## config.mk

```make
export PLATFORM = sky130hd
export DESIGN_NAME = uart_rx_frame_core_flat
export DESIGN_NICKNAME = d
export VERILOG_FILES = /design/src/rtl/uart_rx_frame_core_if.sv /design/src/rtl/uart_rx_frame_core.sv /design/src/flat_wrapper.sv
export SDC_FILE = /design/constraint.sdc
export NUM_CORES = 1
export LEC_CHECK = 0
export ABC_AREA = 1
export ABC_CLOCK_PERIOD_IN_PS = 2400
export CAP_MARGIN = 20
export CORE_MARGIN = 4
export CORE_UTILIZATION = 30
export CTS_BUF_LIST = sky130_fd_sc_hd__clkbuf_8
export CTS_CLUSTER_SIZE = 24
export DETAILED_ROUTE_END_ITERATION = 8
export GPL_TIMING_DRIVEN = 0
export PLACE_DENSITY = 0.55
export SETUP_SLACK_MARGIN = 0.15
export SYNTH_ARGS = -nofsm -noshare
export SYNTH_HDL_FRONTEND = slang
export SYNTH_SLANG_ARGS = --single-unit
```

## constraint.sdc

```tcl
create_clock -name CLK -period 2.4 [get_ports CLK]
set_clock_uncertainty 0.1 [all_clocks]
set_input_delay 0.36 -clock CLK [delete_from_list [all_inputs] [get_ports CLK]]
set_output_delay 0.36 -clock CLK [all_outputs]
set_load 0.03 [all_outputs]
```

## src/rtl/uart_rx_frame_core_if.sv

```systemverilog
// Frame output channel of the UART receiver: received word, error flags and
// a VALID/READY handshake towards the consumer.
interface uart_rx_frame_core_if #(
  parameter int DATA_BITS = 8
);
  logic [DATA_BITS-1:0] DATA;
  logic                 VALID;
  logic                 READY;
  logic                 PAR_ERR;
  logic                 FRM_ERR;
  logic                 BREAK;
  logic                 OVR_ERR;

  modport master (
    output DATA, VALID, PAR_ERR, FRM_ERR, BREAK, OVR_ERR,
    input  READY
  );

  modport slave (
    input  DATA, VALID, PAR_ERR, FRM_ERR, BREAK, OVR_ERR,
    output READY
  );
endinterface

```

## src/rtl/uart_rx_frame_core.sv

```systemverilog
// Oversampling UART receiver with majority-vote bit sampling, runtime parity,
// framing/break/overrun detection and a VALID/READY frame output.
module uart_rx_frame_core #(
  parameter int CLK_HZ    = 50_000_000,
  parameter int BAUD      = 115200,
  parameter int OVS       = 16,
  parameter int DATA_BITS = 8,
  parameter int STOP_BITS = 1
) (
  input  logic                 CLK,
  input  logic                 RST,
  input  logic                 EN,
  input  logic [1:0]           CHECK,
  input  logic                 RX_pin,
  output logic                 BUSY,
  uart_rx_frame_core_if.master frame
);
  localparam int BAUD_OVS = BAUD * OVS;
  localparam int DIV_RAW  = (CLK_HZ + BAUD_OVS / 2) / BAUD_OVS;
  localparam int DIV      = (DIV_RAW < 1) ? 1 : DIV_RAW;
  localparam int DIV_W    = (DIV > 1) ? $clog2(DIV) : 1;
  localparam int OVS_W    = $clog2(OVS);
  localparam int CNT_W    = 4;

  typedef enum logic [2:0] {
    S_IDLE, S_START, S_DATA, S_PARITY, S_STOP, S_WAIT_HIGH
  } state_t;

  state_t               state_reg, state_next;
  logic                 rx_meta_reg, rx_sync_reg, rx_prev_reg;
  logic [DIV_W-1:0]     div_cnt_reg;
  logic [OVS_W-1:0]     samp_cnt_reg;
  logic [CNT_W-1:0]     bit_cnt_reg;
  logic [1:0]           samp_reg;
  logic [DATA_BITS-1:0] shift_reg;
  logic [1:0]           check_reg;
  logic                 any_one_reg, frm_acc_reg, par_err_acc_reg;

  logic [DATA_BITS-1:0] data_reg;
  logic                 valid_reg, par_err_reg, frm_err_reg, break_reg, ovr_err_reg;

  logic tick, in_frame, decide, bit_end, maj, rx_fall, par_on;
  logic start_det, frame_done, frm_now, brk_now;

  assign tick     = (div_cnt_reg == DIV_W'(DIV - 1));
  assign in_frame = state_reg inside {S_START, S_DATA, S_PARITY, S_STOP};
  assign decide   = in_frame && tick && (samp_cnt_reg == OVS_W'(OVS / 2 + 1));
  assign bit_end  = in_frame && tick && (samp_cnt_reg == OVS_W'(OVS - 1));
  // Third vote is the live synced sample at the decision tick.
  assign maj      = (samp_reg[0] & samp_reg[1]) | (samp_reg[0] & rx_sync_reg) |
                    (samp_reg[1] & rx_sync_reg);
  assign rx_fall  = rx_prev_reg & ~rx_sync_reg;
  assign par_on   = (check_reg == 2'd1) || (check_reg == 2'd2);
  assign frm_now  = frm_acc_reg | ~maj;
  // Break needs every bit up to and including the first stop bit low.
  assign brk_now  = ~any_one_reg & ~((bit_cnt_reg == '0) & maj);

  always_comb begin
    state_next = state_reg;
    start_det  = 1'b0;
    frame_done = 1'b0;
    if (!EN) begin
      state_next = S_IDLE;
    end else begin
      case (state_reg)
        S_IDLE: begin
          if (rx_fall) begin
            state_next = S_START;
            start_det  = 1'b1;
          end
        end
        S_START: begin
          if (decide && maj)
            state_next = S_IDLE;
          else if (bit_end)
            state_next = S_DATA;
        end
        S_DATA: begin
          if (bit_end && (bit_cnt_reg == CNT_W'(DATA_BITS - 1)))
            state_next = par_on ? S_PARITY : S_STOP;
        end
        S_PARITY: begin
          if (bit_end)
            state_next = S_STOP;
        end
        S_STOP: begin
          if (decide && (bit_cnt_reg == CNT_W'(STOP_BITS - 1))) begin
            frame_done = 1'b1;
            state_next = brk_now ? S_WAIT_HIGH : S_IDLE;
          end
        end
        S_WAIT_HIGH: begin
          if (rx_sync_reg)
            state_next = S_IDLE;
        end
        default: state_next = S_IDLE;
      endcase
    end
  end

  always_ff @(posedge CLK) begin
    if (RST) begin
      state_reg       <= S_IDLE;
      rx_meta_reg     <= 1'b1;
      rx_sync_reg     <= 1'b1;
      rx_prev_reg     <= 1'b1;
      div_cnt_reg     <= '0;
      samp_cnt_reg    <= '0;
      bit_cnt_reg     <= '0;
      samp_reg        <= '0;
      shift_reg       <= '0;
      check_reg       <= '0;
      any_one_reg     <= 1'b0;
      frm_acc_reg     <= 1'b0;
      par_err_acc_reg <= 1'b0;
    end else begin
      state_reg   <= state_next;
      rx_meta_reg <= RX_pin;
      rx_sync_reg <= rx_meta_reg;
      rx_prev_reg <= rx_sync_reg;

      if (start_det || tick)
        div_cnt_reg <= '0;
      else
        div_cnt_reg <= div_cnt_reg + DIV_W'(1);

      if (start_det) begin
        samp_cnt_reg    <= '0;
        check_reg       <= CHECK;
        any_one_reg     <= 1'b0;
        frm_acc_reg     <= 1'b0;
        par_err_acc_reg <= 1'b0;
      end else if (in_frame && tick) begin
        samp_cnt_reg <= (samp_cnt_reg == OVS_W'(OVS - 1)) ? '0 : samp_cnt_reg + OVS_W'(1);
        if (samp_cnt_reg == OVS_W'(OVS / 2 - 1))
          samp_reg[0] <= rx_sync_reg;
        if (samp_cnt_reg == OVS_W'(OVS / 2))
          samp_reg[1] <= rx_sync_reg;
      end

      if (state_next != state_reg)
        bit_cnt_reg <= '0;
      else if (bit_end)
        bit_cnt_reg <= bit_cnt_reg + CNT_W'(1);

      if (decide) begin
        case (state_reg)
          S_DATA: begin
            shift_reg   <= {maj, shift_reg[DATA_BITS-1:1]};
            any_one_reg <= any_one_reg | maj;
          end
          S_PARITY: begin
            par_err_acc_reg <= (^shift_reg) ^ maj ^ (check_reg == 2'd1);
            any_one_reg     <= any_one_reg | maj;
          end
          S_STOP: begin
            frm_acc_reg <= frm_now;
            if (bit_cnt_reg == '0)
              any_one_reg <= any_one_reg | maj;
          end
          default: ;
        endcase
      end
    end
  end

  // A frame finishing while the previous one is still unaccepted is dropped.
  always_ff @(posedge CLK) begin
    if (RST) begin
      data_reg    <= '0;
      valid_reg   <= 1'b0;
      par_err_reg <= 1'b0;
      frm_err_reg <= 1'b0;
      break_reg   <= 1'b0;
      ovr_err_reg <= 1'b0;
    end else if (frame_done) begin
      if (!valid_reg || frame.READY) begin
        data_reg    <= shift_reg;
        valid_reg   <= 1'b1;
        par_err_reg <= par_err_acc_reg;
        frm_err_reg <= frm_now;
        break_reg   <= brk_now;
        ovr_err_reg <= 1'b0;
      end else begin
        ovr_err_reg <= 1'b1;
      end
    end else if (valid_reg && frame.READY) begin
      valid_reg   <= 1'b0;
      par_err_reg <= 1'b0;
      frm_err_reg <= 1'b0;
      break_reg   <= 1'b0;
      ovr_err_reg <= 1'b0;
    end
  end

  assign BUSY          = (state_reg != S_IDLE);
  assign frame.DATA    = data_reg;
  assign frame.VALID   = valid_reg;
  assign frame.PAR_ERR = par_err_reg;
  assign frame.FRM_ERR = frm_err_reg;
  assign frame.BREAK   = break_reg;
  assign frame.OVR_ERR = ovr_err_reg;
endmodule

```

## src/flat_wrapper.sv

```systemverilog
// flat-port wrapper written by rule: the top's interface ports become plain ports
module uart_rx_frame_core_flat 
#(
  parameter int CLK_HZ    = 50_000_000,
  parameter int BAUD      = 115200,
  parameter int OVS       = 16,
  parameter int DATA_BITS = 8,
  parameter int STOP_BITS = 1
)
  (CLK, RST, EN, CHECK, RX_pin, BUSY, frame_DATA, frame_VALID, frame_PAR_ERR, frame_FRM_ERR, frame_BREAK, frame_OVR_ERR, frame_READY);
  uart_rx_frame_core_if #(.DATA_BITS(DATA_BITS)) frame_i ();
  input  logic CLK;
  input  logic RST;
  input  logic EN;
  input  logic [1:0] CHECK;
  input  logic RX_pin;
  output logic BUSY;
  output wire logic [$bits(frame_i.DATA)-1:0] frame_DATA;
  output wire logic [$bits(frame_i.VALID)-1:0] frame_VALID;
  output wire logic [$bits(frame_i.PAR_ERR)-1:0] frame_PAR_ERR;
  output wire logic [$bits(frame_i.FRM_ERR)-1:0] frame_FRM_ERR;
  output wire logic [$bits(frame_i.BREAK)-1:0] frame_BREAK;
  output wire logic [$bits(frame_i.OVR_ERR)-1:0] frame_OVR_ERR;
  input wire logic [$bits(frame_i.READY)-1:0] frame_READY;
  assign frame_DATA = frame_i.DATA;
  assign frame_VALID = frame_i.VALID;
  assign frame_PAR_ERR = frame_i.PAR_ERR;
  assign frame_FRM_ERR = frame_i.FRM_ERR;
  assign frame_BREAK = frame_i.BREAK;
  assign frame_OVR_ERR = frame_i.OVR_ERR;
  assign frame_i.READY = frame_READY;
  uart_rx_frame_core #(.CLK_HZ(CLK_HZ), .BAUD(BAUD), .OVS(OVS), .DATA_BITS(DATA_BITS), .STOP_BITS(STOP_BITS)) u_core (.CLK(CLK), .RST(RST), .EN(EN), .CHECK(CHECK), .RX_pin(RX_pin), .BUSY(BUSY), .frame(frame_i));
endmodule
```

==> reports/metrics.json <==
{
  "synth_cells": 312,
  "antenna_found_initial": 0,
  "fin_nets": 356,
  "grt-ovfl-total": 0,
  "antennaDiodeCount": 0,
  "postRouteWirelength_um": 4930,
  "setup_viol_count_final": 0,
  "yosys.area.top_type": "sky130_fd_sc_hd__dfxtp_1",
  "synth.top_cells.by_area": "sky130_fd_sc_hd__dfxtp_1, sky130_fd_sc_hd__nand2_1, sky130_fd_sc_hd__inv_1",
  "dr.pass1.iters": 4,
  "floorplan.initialDensity": 0.313,
  "crit_buf_inv": 1,
  "grtUsageTotal": 0.119,
  "cp-end-kind": "primary output",
  "drc": 0,
  "cts_htree_levels": 2,
  "dieArea_mm2": 0.00917,
  "yosysUniqueCellTypes": 33,
  "sw_pwr_uw": 307,
  "clock_latency_ns": 0.30,
  "clkPwrFrac": 0.402,
  "timing.critical_path.slowest_stage_cell": "sky130_fd_sc_hd__clkdlybuf4s50_1",
  "combPwrFrac": 0.040,
  "slew-limit-headroom": 0.655,
  "dpl.hpwl_um": 3700,
  "outcome": "finished clean",
  "holdCritPathClass": "in -> reg",
  "crit_share_post_route": 0.880,
  "placeableCoreArea_mm2": 0.00737,
  "worst-slew-pin-transition_ns": 0.517,
  "postSynthNetCount": 327,
  "dpl.cell_count": 429,
  "seq_total_area_yosys": 0.407,
  "buffer_ports.inserted": 18,
  "power_report.internal_total_mw": 1.11,
  "rows": 31,
  "seqPwrFrac": 0.558,
  "synthToLayoutAreaGrowth_pct": 19.3,
  "fmax_ghz": 0.473,
  "first_iter_violations": 127,
  "critical_path_launch_point_type": "register",
  "switching_share": 0.216,
  "cap_viol_max_count": 0,
  "ant_nets": 0,
  "synth_top_area_frac": 0.407,
  "synth_most_common_cell": "sky130_fd_sc_hd__nand2_1",
  "tritoncts": "yes",
  "globalplace.congestion": 0.811,
  "path_delay_family": "buffers and inverters",
  "ctsRootBufferMaster": "sky130_fd_sc_hd__clkbuf_8",
  "viasPerCell": 4.57,
  "syn_area_per_cell_um2": 7.40,
  "cts.sinks": 47,
  "die-height_um": 95.7,
  "synth.ff_latch_count": 47,
  "finalSetupTns_ns": 0,
  "synthFlopType": "sky130_fd_sc_hd__dfxtp_1",
  "power_density_mw_per_mm2": 515,
  "post_drt_wl_per_cell_um": 11.2,
  "crit_arrival_ns": 1.65,
  "worst_hold_slack_ns": 0.256,
  "finalInstanceArea_mm2": 0.00276,
  "horizontal_die_dimension_um": 95.7,
  "placedInstanceArea_mm2": 0.00261,
  "vias_in_the_first_global_route": 1884,
  "io_pins": 21,
  "final_period_minus_worst_setup_slack_ns": 2.11,
  "post_synth_instance_area_mm2": 0.00231,
  "detailroute.via_count": 2009,
  "critPathMaxStageDelay_ns": 0.69,
  "largest_net_degree_at_the_start_of_global_routing": 15,
  "fill_cells": 806,
  "ir_drop_worst_case_vdd_mv": 0.208,
  "yosys-top-cells-count": "sky130_fd_sc_hd__nand2_1, sky130_fd_sc_hd__dfxtp_1, sky130_fd_sc_hd__inv_1, sky130_fd_sc_hd__nor2_1",
  "postSynth.asyncResetShare": 0,
  "maxSlewViolCount": 0,
  "layoutNonFillerInstCount": 440,
  "yosys_warnings": 0,
  "clkTransAtPathRegs_ns": 0.09,
  "number_of_synthesized_flops_with_an_enable_pin": 0,
  "total_power_mw": 1.42,
  "final_hold_viol_count": 0,
  "clockBufferDepth": 2,
  "holdBufCountCts": 0,
  "path_class": "reg -> out",
  "worst-path-max-fanout": 6,
  "drive_gt1_frac": 0.103,
  "cts_inserted_buffers": 5,
  "critical_path.cell_chain": "nor2_1 > nand2_2 > clkdlybuf4s50_1",
  "grt_setup_unrepaired": "false",
  "worstPathRequired_ns": 1.94,
  "power_leakage_nw": 1.07,
  "global_route_wire_length_before_repair_um": 8510
}
==> layout by cell type, fill, tap and decap left out, types with 2 or more instances in the layout <==
cell                              instances
sky130_fd_sc_hd__a211oi_1                 3
sky130_fd_sc_hd__a21oi_1                 24
sky130_fd_sc_hd__and3_1                   2
sky130_fd_sc_hd__buf_4                    4
sky130_fd_sc_hd__clkbuf_1                 3
sky130_fd_sc_hd__clkbuf_8                 6
sky130_fd_sc_hd__clkdlybuf4s50_1         18
sky130_fd_sc_hd__clkinv_1                 3
sky130_fd_sc_hd__dfxtp_1                 45
sky130_fd_sc_hd__dfxtp_2                  2
sky130_fd_sc_hd__ha_1                     8
sky130_fd_sc_hd__inv_1                   33
sky130_fd_sc_hd__nand2_1                 78
sky130_fd_sc_hd__nand2_2                  3
sky130_fd_sc_hd__nand3_1                 24
sky130_fd_sc_hd__nand3_2                  3
sky130_fd_sc_hd__nand4_1                  6
sky130_fd_sc_hd__nor2_1                  27
sky130_fd_sc_hd__nor2_2                   5
sky130_fd_sc_hd__nor3_1                   4
sky130_fd_sc_hd__o21ai_0                  8
sky130_fd_sc_hd__o22ai_1                  2
sky130_fd_sc_hd__or2_2                    3
sky130_fd_sc_hd__xnor2_1                  7
sky130_fd_sc_hd__xor2_1                   7
==> through the flow <==
step	util	worst slack, ns
after global placement	0.355	0.320
after floorplan	-	0.566
after CTS	0.369	0.188
after detailed placement	0.355	0.290
final	0.374	0.288
after global routing	0.374	0.143
==> worst reg2reg max path: cells and delay by family (launching register included) <==
family / cells / cell delay [ns]
AOI/OAI and AO/OA: 1 / 0.21
buffers and inverters: 1 / 0.06
DFF: 1 / 0.34
adders and majority gates: 1 / 0.16
and+or+nand+nor: 10 / 1.11
==> routing by layer <==
layer | track usage | part of all wire | vias up
li1 | - | - | 1057
met3 | 0.0203 | 0.041 | 5
met1 | 0.163 | 0.51 | 916
met5 | 0 | 0 | -
met4 | 0.0498 | 0.014 | 0
met2 | 0.183 | 0.44 | 31
==> cell type report <==
cell class | instances | area, um2 | share of cell area
repair buffers | 22 | 210 | 0.0763
plain buffers | 5 | 36.3 | 0.0132
clock buffers | 5 | 68.8 | 0.0250
well taps | 99 | 124 | 0.0450
inverters | 38 | 148 | 0.0536
clock inverters | 2 | 37.5 | 0.0136
flip-flops and latches | 47 | 943 | 0.342
multi-input cells | 222 | 1190 | 0.431
==> logic make-up (layout without fill, tap and decap cells) <==
| logic type | after synthesis | in the layout | synth area share |
|---|---|---|---|
| simple gates | 159 | 159 | 0.321 |
| xor+xnor | 14 | 14 | 0.0531 |
| compound gates | 41 | 41 | 0.0959 |
| fa+ha+maj | 8 | 8 | 0.0433 |
| flops | 47 | 47 | 0.407 |
| buf+inv | 43 | 72 | 0.0796 |
==> path summary, 6_finish.rpt <==
check | start | end | slack [ns] | cells past startpoint
min | EN | u_core.state_reg[2] | 0.26 | 3
max reg2reg | u_core.div_cnt_reg[0] | u_core.bit_cnt_reg[1] | 0.32 | 13
max | u_core.state_reg[0] | BUSY | 0.29 | 3
min reg2reg | u_core.rx_meta_reg | u_core.rx_sync_reg | 0.32 | 1
==> timing repair <==
item | in CTS | in global routing
buffers inserted | 0 | 4
endpoints found under the setup margin | 0 | 15
resized for setup | 0 | 3
==> power by group through the flow <==
stage	Combinational, mW	Clock (mW)	Sequential, mW
final	0.0569	0.570	0.792
after global routing	0.0643	0.614	0.794
after CTS	0.0577	0.590	0.792
after detailed placement	0.0578	0	0.810
after global placement	0.0567	0	0.810
after floorplan	0.0372	0	0.809
Power figures use the tool's default switching activity.
